==> src/rtl/stage_record_pipe_pkg.sv <==
// Stage-record layout shared by the record pipe and the operand forwarders.
package stage_rec_pkg;

  localparam int REC_W       = 40;
  localparam int REC_VALID   = 39;
  localparam int REC_IS_LOAD = 38;
  localparam int REC_REG_WR  = 37;
  localparam int REC_RD_HI   = 36;
  localparam int REC_RD_LO   = 32;
  localparam int REC_DATA_HI = 31;
  localparam int REC_DATA_LO = 0;

  typedef struct packed {
    logic        valid;
    logic        is_load;
    logic        reg_write;
    logic [4:0]  rd;
    logic [31:0] data;
  } stage_rec_t;

  localparam stage_rec_t STAGE_BUBBLE = '0;

endpackage

==> src/rtl/stage_record_pipe_rec_reg.sv <==
// Stage-record register: async reset to a bubble, hold has priority over bubble insert.
module stage_rec_reg
  import stage_rec_pkg::*;
(
  input  logic       clk_i,
  input  logic       rst_i,
  input  logic       i_hold,
  input  logic       i_bubble,
  input  stage_rec_t i_d,
  output stage_rec_t o_q
);

  stage_rec_t r_q;

  // Record update: hold, else bubble, else capture.
  always_ff @(posedge clk_i or posedge rst_i) begin
    if (rst_i)         r_q <= STAGE_BUBBLE;
    else if (i_hold)   r_q <= r_q;
    else if (i_bubble) r_q <= STAGE_BUBBLE;
    else               r_q <= i_d;
  end

  assign o_q = r_q;

endmodule

==> src/rtl/stage_record_pipe.sv <==
// EX/MEM and MEM/WB record pipe with load handshake, hazard bubbles and writeback port.
module stage_record_pipe
  import stage_rec_pkg::*;
(
  input  logic        clk_i,
  input  logic        rst_i,
  input  logic        ex_valid_i,
  input  logic        ex_is_load_i,
  input  logic        ex_reg_write_i,
  input  logic [4:0]  ex_rd_i,
  input  logic [31:0] ex_result_i,
  input  logic        load_use_hazard_i,
  input  logic        flush_i,
  output logic        dmem_req_o,
  output logic [31:0] dmem_addr_o,
  input  logic        dmem_ack_i,
  input  logic [31:0] dmem_rdata_i,
  output logic [39:0] ex_stage_o,
  output logic [39:0] mem_stage_o,
  output logic        stall_o,
  output logic        wb_en_o,
  output logic [4:0]  wb_rd_o,
  output logic [31:0] wb_data_o
);

  stage_rec_t w_ex, w_mem, w_ex_d, w_mem_d;
  logic       w_stall;

  // Incoming execute record.
  always_comb begin
    w_ex_d           = STAGE_BUBBLE;
    w_ex_d.valid     = ex_valid_i;
    w_ex_d.is_load   = ex_is_load_i;
    w_ex_d.reg_write = ex_reg_write_i;
    w_ex_d.rd        = ex_rd_i;
    w_ex_d.data      = ex_result_i;
  end

  // EX advancing into MEM: a load swaps its address for the returned data.
  always_comb begin
    w_mem_d = w_ex;
    if (w_ex.is_load) w_mem_d.data = dmem_rdata_i;
  end

  assign dmem_req_o  = w_ex.valid & w_ex.is_load;
  assign dmem_addr_o = w_ex.data;
  assign w_stall     = dmem_req_o & ~dmem_ack_i;
  assign stall_o     = w_stall;

  // A stall freezes EX; flush/hazard only act once EX is free to advance.
  stage_rec_reg u_ex (
    .clk_i    (clk_i),
    .rst_i    (rst_i),
    .i_hold   (w_stall),
    .i_bubble (flush_i | load_use_hazard_i),
    .i_d      (w_ex_d),
    .o_q      (w_ex)
  );

  // MEM never holds; it takes a bubble for every stalled cycle.
  stage_rec_reg u_mem (
    .clk_i    (clk_i),
    .rst_i    (rst_i),
    .i_hold   (1'b0),
    .i_bubble (w_stall),
    .i_d      (w_mem_d),
    .o_q      (w_mem)
  );

  assign ex_stage_o  = w_ex;
  assign mem_stage_o = w_mem;
  assign wb_en_o     = w_mem.valid & w_mem.reg_write & (w_mem.rd != 5'd0);
  assign wb_rd_o     = w_mem.rd;
  assign wb_data_o   = w_mem.data;

endmodule

==> config.mk <==
export PLATFORM = sky130hd
export DESIGN_NAME = stage_record_pipe
export DESIGN_NICKNAME = d
export VERILOG_FILES = /design/src/rtl/stage_record_pipe_pkg.sv /design/src/rtl/stage_record_pipe_rec_reg.sv /design/src/rtl/stage_record_pipe.sv
export SDC_FILE = /design/constraint.sdc
export NUM_CORES = 1
export LEC_CHECK = 0
export CAP_MARGIN = 20
export CORE_UTILIZATION = 38
export CTS_CLUSTER_SIZE = 14
export DETAILED_ROUTE_END_ITERATION = 8
export PLACE_DENSITY = 0.81
export SLEW_MARGIN = 25
export SYNTH_ARGS = -nofsm -noshare
export SYNTH_HDL_FRONTEND = slang
export SYNTH_HIERARCHICAL = 1
export SYNTH_SLANG_ARGS = --single-unit
export TNS_END_PERCENT = 10
==> constraint.sdc <==
create_clock -name clk_i -period 2 [get_ports clk_i]
set_input_delay 0.2 -clock clk_i [delete_from_list [all_inputs] [get_ports clk_i]]
set_output_delay 0.2 -clock clk_i [all_outputs]
set_load 0.005 [all_outputs]
==> impl_metrics.ini, run 1 <==
[worst_setup_path]
start_kind = register
cp-end-kind = primary output
worstPathRequired_ns = 1.80
cp_num_buf_inv = 1
path_delay_family = flip-flops
slowest_delay_ns = 0.40
slowest_stage = dfrtp_1
cp_max_fo = 2
arrival_ns = 1.71
critPathKind = reg -> out
path_cells = or3_1 -> o311a_1 -> dlygate4sd2_1

[route]
ant_nets = 0
num_vias = 2924
drtIter0Drc = 45
viasPerCell = 4.96
route.final.wire_length_microns = 10800
routedWlPerCell_microns = 18.3
firstDrtPassIters = 4
drc = 0

[clock_tree]
ctsHoldBuffers = 0
cts_inserted_buffers = 9
htreeDepth = 3
cts_sinks = 80
cts_buffer_depth = 2
clk_latency_ns = 0.34
cts_tree = done
path_clk_slew_ns = 0.08
root_buffer = clkbuf_8

[global_route]
grt_overflow_total = 0
grt_pass1_vias = 3002
grt.total_usage_pct = 20.6
grt_max_degree = 43
grt_pass1_wl_microns = 15900
grt_antenna_before_repair = 0

[synth]
synth_edf_count = 0
yosysSeqAreaShare_pct = 52.3
ys_ff_latch = 80
syn-instance-count = 297
syn-num-nets = 374
syn-cell-area_sq_mm = 0.00383
ys_top_cells_by_count = dfrtp_1, a22o_1, buf_4
syn_area_per_cell_sq_um = 12.9
yosysWarnings = 6
synth_cell_type_count = 19
synth.most_common_cell = dfrtp_1
yosys.area.top_type = dfrtp_1
synth_top_cell_area_share_pct = 52.3
synthTopCellsByArea = dfrtp_1, a22o_1, buf_4
postSynth.asyncResetShare_pct = 100
ys.flop_type = dfrtp_1

[floorplanning]
dieArea_sq_mm = 0.0105
core.rowCount = 36
start_util_pct = 39.1
die_h_microns = 102
die_w_microns = 102
boundaryPins = 229
core_sq_mm = 0.00977

[pwr]
pwr_density_cell_mw_per_mm2 = 635
leakagePower_nw = 2.56
pwr-share-seq_pct = 47.9
swShare_pct = 23.9
power_frac_comb_pct = 20.8
p_clk_share_pct = 31.2
irDropWorstVdd_uv = 315
p_int_mw = 2.85
power.switching_mw = 0.897

[sta]
fin_worst_skew_ns = 0.00899
fmax_mhz = 522
finalHoldViolCount = 0
rsz0062_at_grt = no
setup_violations = 0
period_share_pct = 95.7
worst_pin_slew_ns = 0.506
whs_ns = 0.255
period_needed_ns = 1.91
slew_viol_final = 0
slew_headroom_pct = 66.2
final.setup.tns_ns = 0

[run]
drv_cap = 0

[placed_design]
place.gp.congestion = 0.716
port_buffers = 228
post-dp-hpwl_microns = 7380

[cells_and_area]
syn_to_final_growth_pct = 54.2
fillers = 783
drive_gt1_share_pct = 12.5
nets = 530
n_antenna_cell = 0

[outcome]
status = finished clean

[hold_path]
min_path_type = in -> async
## cells in the final DEF (no fill, tap or decap), types with 2 or more instances in the layout
cell / n
o21ai_0: 2
mux2_2: 30
buf_12: 4
mux2_1: 2
clkbuf_8: 10
nand2b_1: 2
inv_2: 2
clkdlybuf4s50_1: 226
nor2_4: 2
nand2_1: 2
dlygate4sd2_1: 2
a22o_1: 78
buf_4: 3
dfrtp_1: 80
clkbuf_1: 2
## worst paths after layout
kind	from	depth (start not counted)	endpoint	slack, ns
setup / recovery	u_mem/o_q[33]	3	wb_en_o	0.09
hold / removal	rst_i	2	u_ex/o_q[15]	0.26
setup reg to reg	u_ex/o_q[39]	4	u_ex/o_q[36]	0.47
hold reg to reg	u_ex/o_q[34]	1	u_mem/o_q[34]	0.52
max in group asynchronous	rst_i	3	u_mem/o_q[20]	1.24
min in group clk_i	ex_result_i[28]	2	u_ex/o_q[28]	0.45
## metal layers
metal | up-vias | wire length (microns) | GRT usage (%)
li1 | 1319 | - | -
met1 | 1430 | 4430 | 24.8
met2 | 158 | 5480 | 35.9
met3 | 17 | 680 | 3.76
met4 | 0 | 184 | 9.56
met5 | - | 0 | 0
## through the flow
stage | cell area, sq um | total power [mW] | setup WS, ns | utilization (%) | std cells
floorplan | 3830 | 2.16 | 0.182 | - | 297
global placement | 5700 | 2.59 | 0.292 | 58.3 | 574
detailed placement | 5700 | 2.61 | 0.254 | 58.3 | 574
CTS | 5900 | 3.79 | 0.0199 | 60.3 | 590
global route | 5900 | 3.92 | 0.00455 | 60.4 | 590
finish | 5900 | 3.75 | 0.0851 | 60.4 | 590
## power groups by stage
| stage | sequential [mW] | clock (mW) | combinational [mW] |
|---|---|---|---|
| after global placement | 1.82 | 0 | 0.764 |
| after detailed placement | 1.83 | 0 | 0.778 |
| after floorplan | 1.82 | 0 | 0.339 |
| final | 1.80 | 1.17 | 0.781 |
| after global routing | 1.81 | 1.27 | 0.838 |
| after CTS | 1.80 | 1.21 | 0.783 |
## sequential cells by signal, summed over array words and instances, names as in the netlist
register / cells
u_ex/o_q: 40
u_mem/o_q: 40
## worst reg2reg max path, delay by kind of cell (launching register included)
kind	cells	cell delay (ns)
AND/OR/NAND/NOR	2	0.47
flip-flops	1	0.39
buffers and inverters	1	0.39
AO/OA/AOI/OAI	1	0.22
## kinds of logic after synthesis
group | share of synthesized area (%)
buffers and inverters | 18.0
AOI/OAI and AO/OA | 18.4
DFF | 52.3
muxes | 9.42
and+or+nand+nor | 1.77
other | 0.0980
## cell type report
cell class	count	area (sq um)	area share, %
well taps	133	166	2.82
multi-input cells	124	1140	19.4
repair buffers	236	2390	40.6
clock buffers	12	145	2.46
flip-flops and latches	80	2000	33.9
inverters	2	7.51	0.127
clock inverters	3	42.5	0.721
## what timing repair did
item                       4_1_cts  5_1_grt
gates resized for setup          2        1
setup endpoints to repair        2        1
pin swaps                        0        0
cloned                           0        0
buffers inserted                 1        0
Note: power is estimated with default switching activity, not from simulation.
==> run 2: changes to the inputs <==
- ABC_AREA: unset -> 1
- CORE_MARGIN: unset -> 2
- CORE_UTILIZATION: 38 -> 39
==> impl_metrics.ini, run 2 <==
[outcome]
status = finished clean

[pwr]
leakagePower_nw = 3.09
pwr_density_cell_mw_per_mm2 = 610
irDropWorstVdd_uv = 314

[placed_design]
port_buffers = 228
place.gp.congestion = 0.807
post-dp-hpwl_microns = 8700
dpl.cell_count = 807
dp_slack_ns = 0.253

[route]
drtIter0Drc = 208
drc = 0
routedWlPerCell_microns = 14.8
ant_nets = 0
firstDrtPassIters = 4
route.final.wire_length_microns = 12200
num_vias = 3740
viasPerCell = 4.54

[clock_tree]
cts_tree = done
cts_sinks = 80
path_clk_slew_ns = 0.08
htreeDepth = 3
cts_buffer_depth = 2
cts_inserted_buffers = 9
clk_latency_ns = 0.35
cts-resized-gates = 0
root_buffer = clkbuf_8

[synth]
syn-num-nets = 605
postSynth.asyncResetShare_pct = 100
synth_top_cell_area_share_pct = 47.9
ys.flop_type = dfrtp_1
syn-cell-area_sq_mm = 0.00418
syn_area_per_cell_sq_um = 7.91
ys_ff_latch = 80
yosysSeqAreaShare_pct = 47.9
synthTopCellsByArea = dfrtp_1, nand2_1, buf_4
yosys.area.top_type = dfrtp_1
synth_cell_type_count = 14
ys_top_cells_by_count = nand2_1, dfrtp_1, buf_4
synth_edf_count = 0
synth.most_common_cell = nand2_1
syn-instance-count = 528
yosysWarnings = 6

[global_route]
grt_antenna_before_repair = 0
busiest_layer = met2
grt_overflow_total = 0
grt.total_usage_pct = 20.9
grt_max_degree = 42
use_met2_pct = 39.2
met3_usage_pct = 3.75
grt_pass1_vias = 3717
met1_usage_pct = 23.6
grt_pass1_wl_microns = 18600

[cells_and_area]
drive_gt1_share_pct = 7.41
n_antenna_cell = 0
syn_to_final_growth_pct = 48.6
nets = 760
final_cell_mix = nand2_1, clkdlybuf4s50_1, dfrtp_1, nand2_2, clkbuf_8
layout_commonest_cell = nand2_1
instances_no_fill = 824

[sta]
setup_violations = 0
slew_viol_final = 0
fmax_mhz = 530
fin_worst_skew_ns = 0.0123
finalHoldViolCount = 0
rsz0062_at_grt = no
worst_pin_slew_ns = 0.501
slew_headroom_pct = 66.6
period_share_pct = 94.4
setup_ws_ns = 0.113
period_needed_ns = 1.89
final.setup.tns_ns = 0

[worst_setup_path]
cp-end-kind = primary output
critPathKind = reg -> out
start_kind = register
crit_end = ex_stage_o[38]
ff2ff_setup_slack_ns = 0.50
timing.rr.end = u_mem/o_q[22]
r2r-start = u_ex/o_q[39]
cp-startpoint = u_ex/o_q[38]
reg2reg_depth = 8
arrival_ns = 1.69
cp_max_fo = 36
worstPathRequired_ns = 1.80

[floorplanning]
start_util_pct = 40.3
die_w_microns = 107
core.rowCount = 37
dieArea_sq_mm = 0.0115
boundaryPins = 229
die_h_microns = 107
core_sq_mm = 0.0104

[run]
drv_cap = 0

[hold_path]
min_path_type = in -> async
run 2: changes by cell type after synthesis, moves of 3 or more:
cell     change
inv_1        +4
buf_4        +3
nand2_2     +20
mux2_2      -30
buf_6        +3
nor2_1       +3
a22o_1      -78
buf_2        -3
nand2_1    +317
run 2: worst max-delay path: stages (launching register included):
cell,delay [ns]
dfrtp_1,0.35
buf_4,0.40
clkdlybuf4s50_1,0.59
run 2: layer usage:
metal  part of all wire [%]  vias up
li1                       -     1805
met1                     38     1749
met2                     53      173
met3                    7.3       13
met4                    1.5        0
met5                      0        -
run 2: how the worst min path moves through the flow:
stage	startpoint	endpoint	slack, ns
6_report	rst_i	u_mem/o_q[9]	0.22
5_1_grt	rst_i	u_mem/o_q[9]	0.25
4_1_cts	rst_i	u_mem/o_q[9]	0.22
3_5_place_dp	u_ex/o_q[32]	u_mem/o_q[32]	0.49
3_3_place_gp	u_ex/o_q[32]	u_mem/o_q[32]	0.48
2_1_floorplan	ex_result_i[10]	u_ex/o_q[10]	0.30
run 2: per-stage QoR:
step           utilization [%]  instance area, sq um  power [mW]  hold slack [ns]
2_1_floorplan                -                  4180        2.17            0.304
3_3_place_gp              57.8                  6000        2.59            0.478
3_5_place_dp              57.8                  6000        2.61            0.486
4_1_cts                   59.7                  6200        3.83            0.219
5_1_grt                   59.8                  6200        3.96            0.250
6_report                  59.8                  6200        3.78            0.220
run 2: final cells by class:
class                           instances  area [sq um]
Multi-Input combinational cell        347          1400
Inverter                                7          28.8
Tap cell                              136           170
Fill cell                             918          4170
Timing Repair Buffer                  238          2410
Sequential cell                        80          2000
Clock inverter                          3          40.0
Clock buffer                           13           159
run 2: logic make-up (layout without fill, tap and decap cells):
group / after synthesis / in the layout / synth area share, %
and+or+nand+nor: 346 / 346 / 33.2
DFF: 80 / 80 / 47.9
buffers and inverters: 101 / 261 / 18.8
other: 1 / 1 / 0.0898
run 2: power breakdown:
group	internal, mW	leakage, nW	switching, mW
combinational	0.493	1.91	0.293
clock	0.643	0.103	0.554
sequential	1.71	1.07	0.0909
run 2: timing repair:
action,4_1_cts,5_1_grt
buffers inserted,0,1
endpoints found under the setup margin,0,1
hold buffers,0,0
